**config.mk**
```make
export PLATFORM = sky130hd
export DESIGN_NAME = flush_ctrl
export DESIGN_NICKNAME = d
export VERILOG_FILES = /design/src/rtl/flush_ctrl.sv
export SDC_FILE = /design/constraint.sdc
export NUM_CORES = 1
export LEC_CHECK = 0
export ABC_AREA = 1
export BUFFER_PORTS_ARGS = -buffer_cell sky130_fd_sc_hd__buf_2
export CAP_MARGIN = 20
export CORE_MARGIN = 3
export CORE_UTILIZATION = 37
export DETAILED_ROUTE_END_ITERATION = 10
export GPL_TIMING_DRIVEN = 0
export PLACE_DENSITY = 0.78
export RECOVER_POWER = 25
export SYNTH_ARGS = -nofsm -noshare
export SYNTH_HDL_FRONTEND = slang
export SYNTH_SLANG_ARGS = --single-unit
```
**constraint.sdc**
```tcl
create_clock -name clk -period 1 [get_ports clk]
set_input_delay 0.15 -clock clk [delete_from_list [all_inputs] [get_ports clk]]
set_output_delay 0.15 -clock clk [all_outputs]
set_load 0.005 [all_outputs]
```
**src/rtl/flush_ctrl.sv**
```systemverilog
// flush_ctrl: turns committed WB exceptions, ertn and refetch flushes into a
// single registered redirect request for IF, and holds the rest of the
// pipeline flushed while that request is outstanding.
// Optional macro FLUSH_STAT_EN enables the saturating 16-bit event counters;
// without it, cnt_* are tied to zero and no counter flops exist.
module flush_ctrl #(
    parameter int PC_W = 32
) (
    input  logic            clk,
    input  logic            resetn,
    input  logic            wb_except,
    input  logic            wb_is_tlbr,
    input  logic            wb_ertn,
    input  logic            wb_refetch,
    input  logic [PC_W-1:0] wb_refetch_pc,
    input  logic [PC_W-1:0] csr_eentry,
    input  logic [PC_W-1:0] csr_tlbrentry,
    input  logic [PC_W-1:0] csr_era,
    output logic            if_redirect_valid,
    output logic [PC_W-1:0] if_redirect_pc,
    input  logic            if_redirect_ready,
    output logic            flush_pipe,
    output logic            wb_block,
    output logic [15:0]     cnt_except,
    output logic [15:0]     cnt_ertn,
    output logic [15:0]     cnt_refetch
);

    typedef enum logic {
        IDLE  = 1'b0,
        REDIR = 1'b1
    } state_t;

    state_t          state_q, state_d;
    logic [PC_W-1:0] pc_q, pc_d;
    logic            sample;
    logic            take_except, take_ertn, take_refetch;

    // Event acceptance: sampled in IDLE, or in the REDIR handshake cycle; fixed priority
    always_comb begin
        sample       = (state_q == IDLE) || (if_redirect_valid && if_redirect_ready);
        take_except  = sample && wb_except;
        take_ertn    = sample && !wb_except && wb_ertn;
        take_refetch = sample && !wb_except && !wb_ertn && wb_refetch;
    end

    // Next state and redirect target; a new event in the handshake cycle keeps REDIR
    always_comb begin
        state_d = state_q;
        pc_d    = pc_q;
        if (take_except) begin
            state_d = REDIR;
            pc_d    = wb_is_tlbr ? csr_tlbrentry : csr_eentry;
        end else if (take_ertn) begin
            state_d = REDIR;
            pc_d    = csr_era;
        end else if (take_refetch) begin
            state_d = REDIR;
            pc_d    = wb_refetch_pc;
        end else if (state_q == REDIR && if_redirect_ready) begin
            state_d = IDLE;
        end
    end

    // State and target registers
    always_ff @(posedge clk or negedge resetn) begin
        if (!resetn) begin
            state_q <= IDLE;
            pc_q    <= '0;
        end else begin
            state_q <= state_d;
            pc_q    <= pc_d;
        end
    end

    assign if_redirect_valid = (state_q == REDIR);
    assign if_redirect_pc    = pc_q;
    assign flush_pipe        = (state_q == REDIR);
    assign wb_block          = (state_q == REDIR);

`ifdef FLUSH_STAT_EN
    logic [15:0] cnt_except_q, cnt_except_d;
    logic [15:0] cnt_ertn_q, cnt_ertn_d;
    logic [15:0] cnt_refetch_q, cnt_refetch_d;

    // Saturating per-type counters of accepted events
    always_comb begin
        cnt_except_d  = cnt_except_q;
        cnt_ertn_d    = cnt_ertn_q;
        cnt_refetch_d = cnt_refetch_q;
        if (take_except && cnt_except_q != '1) begin
            cnt_except_d = cnt_except_q + 16'd1;
        end
        if (take_ertn && cnt_ertn_q != '1) begin
            cnt_ertn_d = cnt_ertn_q + 16'd1;
        end
        if (take_refetch && cnt_refetch_q != '1) begin
            cnt_refetch_d = cnt_refetch_q + 16'd1;
        end
    end

    // Counter registers
    always_ff @(posedge clk or negedge resetn) begin
        if (!resetn) begin
            cnt_except_q  <= '0;
            cnt_ertn_q    <= '0;
            cnt_refetch_q <= '0;
        end else begin
            cnt_except_q  <= cnt_except_d;
            cnt_ertn_q    <= cnt_ertn_d;
            cnt_refetch_q <= cnt_refetch_d;
        end
    end

    assign cnt_except  = cnt_except_q;
    assign cnt_ertn    = cnt_ertn_q;
    assign cnt_refetch = cnt_refetch_q;
`else
    assign cnt_except  = '0;
    assign cnt_ertn    = '0;
    assign cnt_refetch = '0;
`endif

endmodule

```
* After elaboration in Yosys (flattened, before gate mapping)
Index checks and enable logic that the tools add are counted.
** Operators by class
- Multipliers :: 0
- $lt $le $gt $ge :: 0
- Mux-type cells :: 8
- Equal/unequal tests :: 0
- Add/subtract/negate cells :: 0
- Divide/modulo/power cells :: 0
- Shift-type cells :: 0
- Bitwise gates (word level) :: 1
- Reduce and logical (&&, ||, !) cells :: 11
** Operator list (number)
- $mux W32 :: 4
- $logic_and A1 B1 Y1 :: 6
- $mux W1 :: 4
- $reduce_bool A4 Y1 :: 1
- $reduce_bool A3 Y1 :: 1
- $logic_not A1 Y1 :: 2
- $logic_or A1 B1 Y1 :: 1
- $not A1 Y1 :: 1
** Word-level totals
- Memories :: 0
- Bits in latches :: 0
- Output and inout bits :: 83
- RAM bits :: 0
- Logic and storage cells :: 22
- Register bits after elaboration :: 33
- Bits of input ports :: 135
- Memory bits (read-only) :: 0

* Logic depth before layout (Yosys ltp)
- Depth after elaboration :: 8
- Mapped depth :: 9
- Mapped depth without buffers :: 7

* Least setup slack after synthesis
OpenSTA, ideal clock, no wires.
- Path type :: reg2reg
- Start point :: reg state_q, in the netlist flush_pipe
- End point :: reg pc_q[18], in the netlist if_redirect_pc[18]
- Library setup time :: 0.117 ns
- Period minus slack after synthesis :: 1.193 ns
- Arrival :: 1.076 ns
- Data required time :: 0.883 ns
- Setup slack :: -0.193 ns
- Buffers on the path :: 1
- Cell stages (with the launch flop) :: 8
- Cells stage by stage :: dfrtp_1 -> nand2_2 -> nand2_2 -> buf_2 -> nor2_1 -> nor2_1 -> nand2_1 -> nand2_1
** Between the ends
- Word-level cells in the longest chain between the ends :: 6
- Elaborated cells between the ends (all ways) :: 11
- Classes of those cells :: 2 x mux; 1 x bitwise; 8 x reduce/logical
** Ends and longest elaborated chain
- start: declaration :: RTL line 34 : state_t state_q, state_d;
- start signal: assignment :: RTL line 71 : state_q <= state_d;
- $logic_and A1 B1 Y1 / $not A1 Y1 (equally long branches) :: RTL line 41 : sample = (state_q == IDLE) || (if_redirect_valid && if_redirect_ready);
- $logic_or A1 B1 Y1 (*) :: RTL line 41
- $logic_and A1 B1 Y1 :: RTL line 43, 44
- $logic_and A1 B1 Y1, on equally long branches :: RTL line 43, 44
- $mux W32 / $logic_and A1 B1 Y1 (equally long branches) :: RTL line 54, 44
- $mux W32 / $reduce_bool A3 Y1 (equally long branches)
- end signal: assignment :: RTL line 72 : pc_q <= pc_d;
- end: declaration :: RTL line 35 : logic [PC_W-1:0] pc_q, pc_d;
Every way passes the cells marked *; elsewhere a longest branch is shown, timed or not.
A chain may end at the register's enable or synchronous reset.

* Worst setup path after layout
- Start point :: reg state_q, in the netlist flush_pipe
- End point :: reg pc_q[17], in the netlist if_redirect_pc[17]
The elaborated chain is that of the path after synthesis.

==> out/summary.txt <==
detailed placement HPWL - 7360 um
Setup WS post-layout - -0.295 ns
routed len/inst - 12.6 um
TritonCTS Buffers - 5
Critical Path RT - 1.18 ns
GRT Resource Usage Total - 21.0%
# clock sinks - 33
Syn Inst Count - 477
Max Clock Skew - 0.00568 ns
run status - finished with violations
Skew-Pair Late Insertion Delay - 0.28 ns
Core Area - 0.00729 mm2
Post-synth EDFFs - 0
Initial Utilization - 38.4%
MaxCap Viol Count - 0
setup TNS - -8.68 ns
final setup violating endpoints - 36
Hold Slack - -0.0425 ns
H-tree depth - 2
share of flip-flops with an asynchronous set or reset - 100%
post-route minimum period - 1.30 ns
Mean Syn Cell Area - 5.88 um2
post-placement setup slack - -0.319 ns
Worst path slowest cell - dfrtp_2
CP Cell Sequence - nand2_8, nand2_8, clkbuf_16, nor2_4, nor2_1, nand2_1, nand2_1
Synth top area share - 30.5%
Pins Over Slew Limit - 0
kind of launch point of the worst setup path - register
Placer Congestion - 0.813
Die ar. - 0.00866 mm2
Final nets - 843
ratio of final minimum period to clock period - 130%
reg2reg start - flush_pipe
antenna violations before repair - 0
share of cells above drive strength 1 - 45.7%
worst-margin pin slew - 0.836 ns
Die X - 93.0 um
Pwr Total - 5.18 mW
Synth Area in Simple Gates - 51.3%
I/O Pins - 218
first-pass GRT wire length - 14400 um
Fillers - 688
sequential fraction of the synthesis area - 29.5%
Critical Path End Type - register
CTS tree - yes
mapped cell area - 0.00280 mm2
via count - 3626
drt first pass iters - 4
row cnt - 31
Largest stage delay, worst path - 0.46 ns
power per cell area - 1110 mW/mm2
post-synthesis mux area share - 0%
# diodes - 0
vias in the first global route - 3128
global route overflow - 0
largest net degree at the start of global routing - 34
Min-Delay Path Class - primary input to asynchronous set/reset pin
VDD IR max - 0.518 mV
root buffer cell - clkbuf_8
Placed Instance Area - 0.00403 mm2
Final Cell Area - 0.00466 mm2
port buffer count - 168
area leader, netlist - nand2_1
final wirelength - 10200 um
Worst-path clk slew - 0.07 ns
Syn-to-layout area delta - 66.4%
DRC viols - 0
Warnings, synthesis - 0
adder-cell share of the synthesized area - 0%
Core Util, Final - 64.0%
FF-to-FF End - if_redirect_pc[17]
DIE HEIGHT - 93.0 um
initial drt markers - 137
DR vias/cell - 4.49
main combinational cell family by area after synthesis - simple AND/OR/NAND/NOR gates
Fin. Hold Viols - 33
xor/xnor share of the synthesized area - 0%
most area-consuming cells after synthesis - nand2_1, dfrtp_1, buf_4, nand3_1, nor2_1
max_slew headroom - 44.2%
area fraction in compound gates after synthesis - 0%
R2R depth - 7
cell with the most instances after synthesis - nand2_1
most frequent cells after synthesis - nand2_1, nor2_1, nand3_1, buf_4, dfrtp_1
CP arrival - 1.47 ns
worst-path maximum fanout - 8
Synth cell types - 12
max frequency - 0.772 GHz
leakage - 2.79 nW
clk buf depth - 2
Setup CP Type - register to register
antenna-violating nets left - 0
unrepaired setup endpoints after global routing - true
FF+latch count, synth - 33
Top FF cell, synth - dfrtp_1
failing checks - negative hold slack, negative setup slack
flop2flop setup slack - -0.30 ns
[timing repair]
action	CTS	global route
setup endpoints to repair	36	36
setup buffers	0	1
gates resized for setup	40	62
pin swaps	2	26
endpoints found under the hold margin	33	33
gates cloned	3	5
[metrics by stage]
stage               hold WS [ns]  instances
finish                   -0.0425        808
global route              0.0173        808
CTS                      -0.0509        802
detailed placement         0.258        791
global placement           0.250        791
floorplan                 -0.146        524
[kinds of logic (layout without fill, tap and decap cells)]
| logic type | Yosys count | count (layout) |
|---|---|---|
| AND/OR/NAND/NOR | 360 | 362 |
| buffers and inverters | 83 | 266 |
| flip-flops | 33 | 33 |
| other | 1 | 48 |
[layout by cell type (no fill, tap or decap), drive strengths merged]
cell type	Yosys	routed
bufinv	0	1
nand2	230	232
nand3	64	64
buf	76	245
inv	4	4
nor2	66	66
clkbuf	3	16
dfrtp	33	33
conb	1	48
[worst max-delay path by stage]
stage / from / end / depth (start not counted)
2_1_floorplan: flush_pipe / if_redirect_pc[18] / 7
3_3_place_gp: flush_pipe / if_redirect_pc[17] / 7
3_5_place_dp: flush_pipe / if_redirect_pc[17] / 7
4_1_cts: flush_pipe / if_redirect_pc[12] / 7
5_1_grt: flush_pipe / if_redirect_pc[30] / 7
6_report: flush_pipe / if_redirect_pc[17] / 7
[registers in the layout (all words and copies together), names as in the netlist]
name            flops
if_redirect_pc     32
flush_pipe          1
[critical path, delay by kind of cell (launching register included)]
| kind | cells | cell delay, ns |
|---|---|---|
| AND/OR/NAND/NOR | 6 | 0.52 |
| flip-flops | 1 | 0.46 |
| buffers and inverters | 1 | 0.19 |
[cell type report]
type	instances	area, um2	area share [%]
multi-input combinational	410	1930	41.4
timing repair buffer	175	978	21.0
sequential	33	827	17.7
buffer	79	671	14.4
tap	99	124	2.66
clock buffer	7	86.3	1.85
clock inverter	1	30.0	0.644
inverter	4	15.0	0.322
[power breakdown]
| part | total, mW | switching (mW) | leakage [nW] | internal [mW] |
|---|---|---|---|---|
| registers | 1.72 | 0.139 | 0.395 | 1.58 |
| clock network | 1.29 | 0.482 | 0.0585 | 0.812 |
| logic | 2.16 | 1.12 | 2.34 | 1.05 |
| total | 5.18 | 1.74 | 2.79 | 3.44 |
[metal layers]
metal  global-route usage [%]  wire (um)  part of all wire [%]  vias up
met5                        0          0                     0        -
met4                     5.74        151                   1.5        0
met1                     25.3       4030                    40     1615
li1                         -          -                     -     1836
met3                     4.51        867                   8.5       13
met2                     37.6       5100                    50      162
No activity file was read; power rests on OpenSTA's default activity.
